$ cat src/rtl/stage_id_interlock.sv
// ID stage: RV32I/RV64I decode, immediate generation, write-first regfile read and
// a valid/ready output register with a load-use interlock toward EXE.
module stage_id_interlock #(
   parameter int XLEN       = 64,
   parameter int LOAD_DELAY = 1,
   parameter int WB_REFRESH = 1
) (
   input  logic            clk,
   input  logic            rst,
   input  logic            id_flush,
   input  logic            in_valid,
   output logic            in_ready,
   input  logic [XLEN-1:0] in_pc,
   input  logic [31:0]     in_instr,
   output logic            out_valid,
   input  logic            out_ready,
   output logic [XLEN-1:0] out_pc,
   output logic [XLEN-1:0] out_imm,
   output logic [XLEN-1:0] out_rs1_val,
   output logic [XLEN-1:0] out_rs2_val,
   output logic [4:0]      out_rd,
   output logic            out_rd_en,
   output logic            out_mem_read,
   output logic            out_ri,
   input  logic            wb_rd_en,
   input  logic [4:0]      wb_rd,
   input  logic [XLEN-1:0] wb_result
);

   if (XLEN != 32 && XLEN != 64) begin : g_bad_xlen
      $error("stage_id_interlock: XLEN must be 32 or 64");
   end

   localparam bit IS64 = (XLEN == 64);
   localparam int CW   = (LOAD_DELAY < 1) ? 1 : $clog2(LOAD_DELAY + 1);

   localparam logic [6:0] OP_LUI    = 7'b0110111;
   localparam logic [6:0] OP_AUIPC  = 7'b0010111;
   localparam logic [6:0] OP_JAL    = 7'b1101111;
   localparam logic [6:0] OP_JALR   = 7'b1100111;
   localparam logic [6:0] OP_BRANCH = 7'b1100011;
   localparam logic [6:0] OP_LOAD   = 7'b0000011;
   localparam logic [6:0] OP_STORE  = 7'b0100011;
   localparam logic [6:0] OP_IMM    = 7'b0010011;
   localparam logic [6:0] OP_REG    = 7'b0110011;
   localparam logic [6:0] OP_IMM32  = 7'b0011011;
   localparam logic [6:0] OP_REG32  = 7'b0111011;

   logic [6:0]      opc, f7;
   logic [2:0]      f3;
   logic [4:0]      rs1, rs2, rd;
   logic [XLEN-1:0] imm_i, imm_s, imm_b, imm_u, imm_j;
   logic            sh_l_ok, sh_r_ok;
   logic            legal, d_rs1_en, d_rs2_en, d_rd_we, d_mem, d_rd_en;
   logic [XLEN-1:0] d_imm, rd1_val, rd2_val;

   logic [XLEN-1:0] regs [0:31];
   logic [4:0]      rs1_q, rs2_q;
   logic [CW-1:0]   stall_cnt;
   logic [4:0]      stall_rd;
   logic            hazard, in_fire, out_fire;

   assign opc = in_instr[6:0];
   assign f3  = in_instr[14:12];
   assign f7  = in_instr[31:25];
   assign rs1 = in_instr[19:15];
   assign rs2 = in_instr[24:20];
   assign rd  = in_instr[11:7];

   assign imm_i = XLEN'($signed(in_instr[31:20]));
   assign imm_s = XLEN'($signed({in_instr[31:25], in_instr[11:7]}));
   assign imm_b = XLEN'($signed({in_instr[31], in_instr[7], in_instr[30:25], in_instr[11:8], 1'b0}));
   assign imm_u = XLEN'($signed({in_instr[31:12], 12'b0}));
   assign imm_j = XLEN'($signed({in_instr[31], in_instr[19:12], in_instr[20], in_instr[30:21], 1'b0}));

   // RV64 shamt is 6 bits, so only instr[31:26] carries the funct field there
   assign sh_l_ok = IS64 ? (in_instr[31:26] == 6'b000000) : (f7 == 7'b0000000);
   assign sh_r_ok = IS64 ? (in_instr[31:26] == 6'b000000 || in_instr[31:26] == 6'b010000)
                         : (f7 == 7'b0000000 || f7 == 7'b0100000);

   always_comb begin
      legal    = 1'b0;
      d_rs1_en = 1'b0;
      d_rs2_en = 1'b0;
      d_rd_we  = 1'b0;
      d_mem    = 1'b0;
      d_imm    = '0;
      case (opc)
         OP_LUI, OP_AUIPC: begin
            legal = 1'b1; d_rd_we = 1'b1; d_imm = imm_u;
         end
         OP_JAL: begin
            legal = 1'b1; d_rd_we = 1'b1; d_imm = imm_j;
         end
         OP_JALR: begin
            legal = (f3 == 3'b000); d_rs1_en = 1'b1; d_rd_we = 1'b1; d_imm = imm_i;
         end
         OP_BRANCH: begin
            legal = (f3 != 3'b010) && (f3 != 3'b011);
            d_rs1_en = 1'b1; d_rs2_en = 1'b1; d_imm = imm_b;
         end
         OP_LOAD: begin
            legal = (f3 != 3'b111) && (IS64 || (f3 != 3'b011 && f3 != 3'b110));
            d_rs1_en = 1'b1; d_rd_we = 1'b1; d_mem = 1'b1; d_imm = imm_i;
         end
         OP_STORE: begin
            legal = !f3[2] && (IS64 || f3 != 3'b011);
            d_rs1_en = 1'b1; d_rs2_en = 1'b1; d_imm = imm_s;
         end
         OP_IMM: begin
            legal = (f3 == 3'b001) ? sh_l_ok : (f3 == 3'b101) ? sh_r_ok : 1'b1;
            d_rs1_en = 1'b1; d_rd_we = 1'b1; d_imm = imm_i;
         end
         OP_REG: begin
            legal = (f7 == 7'b0000000) || (f7 == 7'b0100000 && (f3 == 3'b000 || f3 == 3'b101));
            d_rs1_en = 1'b1; d_rs2_en = 1'b1; d_rd_we = 1'b1;
         end
         OP_IMM32: begin
            legal = IS64 && (f3 == 3'b000 || (f3 == 3'b001 && f7 == 7'b0000000) ||
                             (f3 == 3'b101 && (f7 == 7'b0000000 || f7 == 7'b0100000)));
            d_rs1_en = 1'b1; d_rd_we = 1'b1; d_imm = imm_i;
         end
         OP_REG32: begin
            legal = IS64 && ((f7 == 7'b0000000 && (f3 == 3'b000 || f3 == 3'b001 || f3 == 3'b101)) ||
                             (f7 == 7'b0100000 && (f3 == 3'b000 || f3 == 3'b101)));
            d_rs1_en = 1'b1; d_rs2_en = 1'b1; d_rd_we = 1'b1;
         end
         default: ;
      endcase
      // Illegal encodings use no operands, so they can never trip the interlock
      if (!legal) begin
         d_rs1_en = 1'b0;
         d_rs2_en = 1'b0;
         d_rd_we  = 1'b0;
         d_mem    = 1'b0;
         d_imm    = '0;
      end
   end

   assign d_rd_en = d_rd_we && (rd != 5'd0);

   always_comb begin
      rd1_val = '0;
      rd2_val = '0;
      if (d_rs1_en && rs1 != 5'd0)
         rd1_val = (wb_rd_en && wb_rd == rs1) ? wb_result : regs[rs1];
      if (d_rs2_en && rs2 != 5'd0)
         rd2_val = (wb_rd_en && wb_rd == rs2) ? wb_result : regs[rs2];
   end

   assign hazard = (stall_cnt != '0) && (stall_rd != 5'd0) &&
                   ((d_rs1_en && rs1 == stall_rd) || (d_rs2_en && rs2 == stall_rd));
   assign in_ready = !id_flush && !hazard && (!out_valid || out_ready);
   assign in_fire  = in_valid && in_ready;
   assign out_fire = out_valid && out_ready;

   always_ff @(posedge clk or posedge rst) begin
      if (rst) begin
         for (int i = 0; i < 32; i++) regs[i] <= '0;
      end else if (wb_rd_en && wb_rd != 5'd0) begin
         regs[wb_rd] <= wb_result;
      end
   end

   always_ff @(posedge clk or posedge rst) begin
      if (rst) begin
         out_valid    <= 1'b0;
         out_pc       <= '0;
         out_imm      <= '0;
         out_rs1_val  <= '0;
         out_rs2_val  <= '0;
         out_rd       <= '0;
         out_rd_en    <= 1'b0;
         out_mem_read <= 1'b0;
         out_ri       <= 1'b0;
         rs1_q        <= '0;
         rs2_q        <= '0;
      end else if (id_flush) begin
         out_valid <= 1'b0;
      end else if (in_fire) begin
         out_valid    <= 1'b1;
         out_pc       <= in_pc;
         out_imm      <= d_imm;
         out_rs1_val  <= rd1_val;
         out_rs2_val  <= rd2_val;
         out_rd       <= rd;
         out_rd_en    <= d_rd_en;
         out_mem_read <= d_mem;
         out_ri       <= !legal;
         rs1_q        <= d_rs1_en ? rs1 : 5'd0;
         rs2_q        <= d_rs2_en ? rs2 : 5'd0;
      end else if (out_ready) begin
         out_valid <= 1'b0;
      end else if (WB_REFRESH != 0 && out_valid && wb_rd_en && wb_rd != 5'd0) begin
         // Held operands track WB so EXE never sees a stale value after backpressure
         if (wb_rd == rs1_q) out_rs1_val <= wb_result;
         if (wb_rd == rs2_q) out_rs2_val <= wb_result;
      end
   end

   always_ff @(posedge clk or posedge rst) begin
      if (rst) begin
         stall_cnt <= '0;
         stall_rd  <= '0;
      end else if (id_flush) begin
         stall_cnt <= '0;
      end else if (out_fire && out_mem_read && out_rd_en) begin
         stall_cnt <= CW'(LOAD_DELAY);
         stall_rd  <= out_rd;
      end else if (out_ready && stall_cnt != '0) begin
         stall_cnt <= stall_cnt - CW'(1);
      end
   end

endmodule

$ cat config.mk
export PLATFORM = sky130hd
export DESIGN_NAME = stage_id_interlock
export DESIGN_NICKNAME = d
export VERILOG_FILES = /design/src/rtl/stage_id_interlock.sv
export SDC_FILE = /design/constraint.sdc
export NUM_CORES = 2
export LEC_CHECK = 0
export CAP_MARGIN = 40
export CELL_PAD_IN_SITES_DETAIL_PLACEMENT = 0
export CELL_PAD_IN_SITES_GLOBAL_PLACEMENT = 1
export CORE_MARGIN = 2
export CORE_UTILIZATION = 48
export CTS_BUF_LIST = sky130_fd_sc_hd__clkbuf_2
export CTS_CLUSTER_DIAMETER = 50
export DETAILED_ROUTE_END_ITERATION = 10
export PLACE_DENSITY_LB_ADDON = 0.2
export SLEW_MARGIN = 5
export SYNTH_ARGS = -nofsm -noshare
export SYNTH_HDL_FRONTEND = slang
export SYNTH_SLANG_ARGS = --single-unit
$ cat constraint.sdc
create_clock -name clk -period 77.4 [get_ports clk]
set_input_delay 15.48 -clock clk [delete_from_list [all_inputs] [get_ports clk]]
set_output_delay 15.48 -clock clk [all_outputs]
set_load 0.02 [all_outputs]
==> results by group <==
CTS
  • Max H-tree Level: 6
  • Total CTS buffers: 632
  • Setup Buffers After CTS: 0
  • Root Buffer Master: clkbuf_2
  • Worst-path clk slew: 90 ps
  • CTS resizes: 0
  • CTS tree: built
  • CTS Hold Bufs: 0
  • Skew-Pair Late Insertion Delay: 2000 ps
  • Max clock buf depth: 4
  • Clk sinks: 2297

Pwr
  • PD cells: 23.6 nW/um2
  • PnR Total Power: 3.16 mW
  • Max IR drop VDD: 0.0000121 V
  • LEAKAGE: 59.8 nW

STA
  • Fin. max-slew vios: 0
  • RSZ-0062 raised after global routing: false
  • Tcrit/Tclk final: 44.1%
  • Minimum clock period: 34130 ps
  • Setup WS post-layout: 43270 ps
  • Setup TNS: 0 ps
  • Slew HR: 13.2%
  • Worst clock skew: 168 ps
  • Slew @ Worst Pin: 1300 ps
  • Final setup fails: 0
  • Hold Fails Final Rpt: 0
  • FMAX: 29.3 MHz

Drt
  • Post-route DRC: 0
  • DR WL met2: 195000 um
  • Final WL: 421000 um
  • Vias: 83941
  • DR pass1 iterations: 7
  • Met1 WL: 171000 um
  • Routed len/inst: 32.8 um
  • Final ANT Viol Nets: 0
  • Vias per std cell: 6.54
  • Top Metal Used: met5
  • Initial DRC count: 8720
  • DR WL met3: 36700 um

Setup path
  • Critical path data required time: 61920 ps
  • CP endpoint kind: output port
  • R2R cell count: 10
  • WP depth: 8
  • Crit-path cells: clkdlybuf4s50_1, and3b_1, and4b_1, a41oi_1, nand3_1, nor2_1, o21a_1, clkdlybuf4s50_1
  • Worst EP arrival: 18650 ps
  • Crit path max fanout: 13
  • Top Family by Delay on Critical Path: buffers and inverters
  • Slowest CP cell: clkdlybuf4s50_1
  • CP bufs+invs: 2
  • WS Path Type: primary input to output port
  • CP dominant cell by count: clkdlybuf4s50_1
  • Slowest cell delay on critical path: 720 ps
  • Worst setup SP type: primary input
  • R2R Setup Slk: 72930 ps

Synthesis
  • Post-synth EDFFs: 0
  • Synth Register Bits: 2297
  • Netlist cell types: 63
  • Asr flop ratio synth: 100%
  • Top_reg_cell synth: dfrtp_1
  • Post-Syn Nets: 8831
  • Sequential share of the synthesized area: 48.2%
  • Cells after Synth: 8660
  • Avg Cell Area, Syn: 13.8 um2
  • Post-synthesis cell area: 119000 um2
  • Ys Warns: 0

Hold path
  • Hold Path Depth: 0
  • Hold Path Class: flop to flop

Global routing
  • Grt total ovfl: 0
  • Vias in the first global route: 86114
  • Largest net degree at the start of global routing: 183
  • First-pass GRT wire length: 609000 um
  • Total GRT Usage: 33.2%
  • Antenna violations before repair: 26

Floorplan
  • Chip Height: 503 um
  • # IOs: 437
  • Die ar.: 253000 um2
  • Core area: 248000 um2
  • Starting density of the core: 48.1%
  • # rows: 183
  • Die W: 503 um

Finish
  • Share of layout cells above drive strength 1: 43.5%
  • Most common cell after layout, fill and taps aside: dfrtp_1
  • Layout area overhead: 12.1%
  • Final core utilization: 53.9%
  • Layout net count: 9227
  • Final Cell Area: 134000 um2
  • Commonest cells after routing, fill and taps aside: dfrtp_1, mux2_2, mux4_2, clkbuf_2, nand2_1

Placed design
  • Post-Place Worst Slack: 43330 ps
  • Global placement routability congestion: 0.850
  • Hpwl dp: 248000 um
  • Port Buffer Count: 436
  • Placed Area: 128000 um2

Flow run
  • Max_cap viols: 0

Run status
  • Status: finished, final reports clean
-- logic make-up (layout without fill, tap and decap cells) --
| kind of cell | Yosys count | count (layout) | share of synthesized area, % |
|---|---|---|---|
| buffers and inverters | 1018 | 1829 | 3.41 |
| other | 0 | 29 | 0 |
| flip-flops | 2297 | 2297 | 48.2 |
| XOR/XNOR | 31 | 31 | 0.228 |
| multiplexers | 3165 | 3165 | 38.8 |
| AND/OR/NAND/NOR | 1085 | 1085 | 3.86 |
| AO/OA/AOI/OAI | 1064 | 1064 | 5.54 |
-- state kept, by name, summed over array words and instances, names as in the netlist --
name / count
out_imm: 32
out_mem_read: 1
out_pc: 64
out_rd: 5
out_rd_en: 1
out_ri: 1
out_rs1_val: 64
out_rs2_val: 64
out_valid: 1
regs: 2048
rs1_q: 5
rs2_q: 5
stall_cnt: 1
stall_rd: 5
-- per-layer routing --
layer / track usage, % / vias up
met5: 0 / -
met4: 14.3 / 16
met3: 7.57 / 950
met2: 51.3 / 4351
met1: 45.3 / 44777
li1: - / 33847
-- Yosys cell counts (27+ instances only) --
cell	number	share of area, %
dfrtp_1	2297	48
mux2_2	1761	17
mux4_2	992	19
clkbuf_1	752	2.4
nand2_1	669	2.1
o21ai_0	441	1.8
mux2i_1	412	3.5
o22ai_1	158	0.83
nor2_1	146	0.46
buf_1	118	0.37
a21oi_1	113	0.47
a22oi_1	107	0.67
nor3_1	93	0.39
buf_2	92	0.39
nand3_1	62	0.26
a22o_1	47	0.34
buf_4	32	0.20
o22a_1	30	0.22
a211oi_1	28	0.18
nor2b_1	27	0.14
-- through the flow --
step / cells / hold WS [ps]
after global placement: 11652 / 376
after floorplan: 8660 / 441
after global routing: 12815 / 412
after CTS: 12800 / 405
final: 12830 / 401
after detailed placement: 11751 / 382
-- cell type report --
cell class / instances / area, um2
diodes: 29 / 72.6
clock buffers: 932 / 4660
clock inverters: 117 / 753
fillers: 21077 / 114000
inverters: 23 / 90.1
multi-input cells: 5345 / 58200
flip-flops and latches: 2297 / 57500
well taps: 3330 / 4170
repair buffers: 757 / 8360
-- where the power goes --
part / internal, mW / switching, mW / leakage, nW / total, mW
clock: 0.349 / 0.531 / 4.22 / 0.881
sequential: 1.41 / 0.161 / 29.6 / 1.57
combinational: 0.407 / 0.298 / 26.0 / 0.705
-- final timing paths --
path | startpoint | endpoint
max | in_instr[3] | in_ready
min | regs[1993] | regs[1993]
max reg2reg | stall_rd[1] | out_rs2_val[41]
min reg2reg | regs[1993] | regs[1993]
max in group asynchronous | rst | regs[110]
min in group asynchronous | rst | out_pc[47]
(Power assumes the default switching activity.)
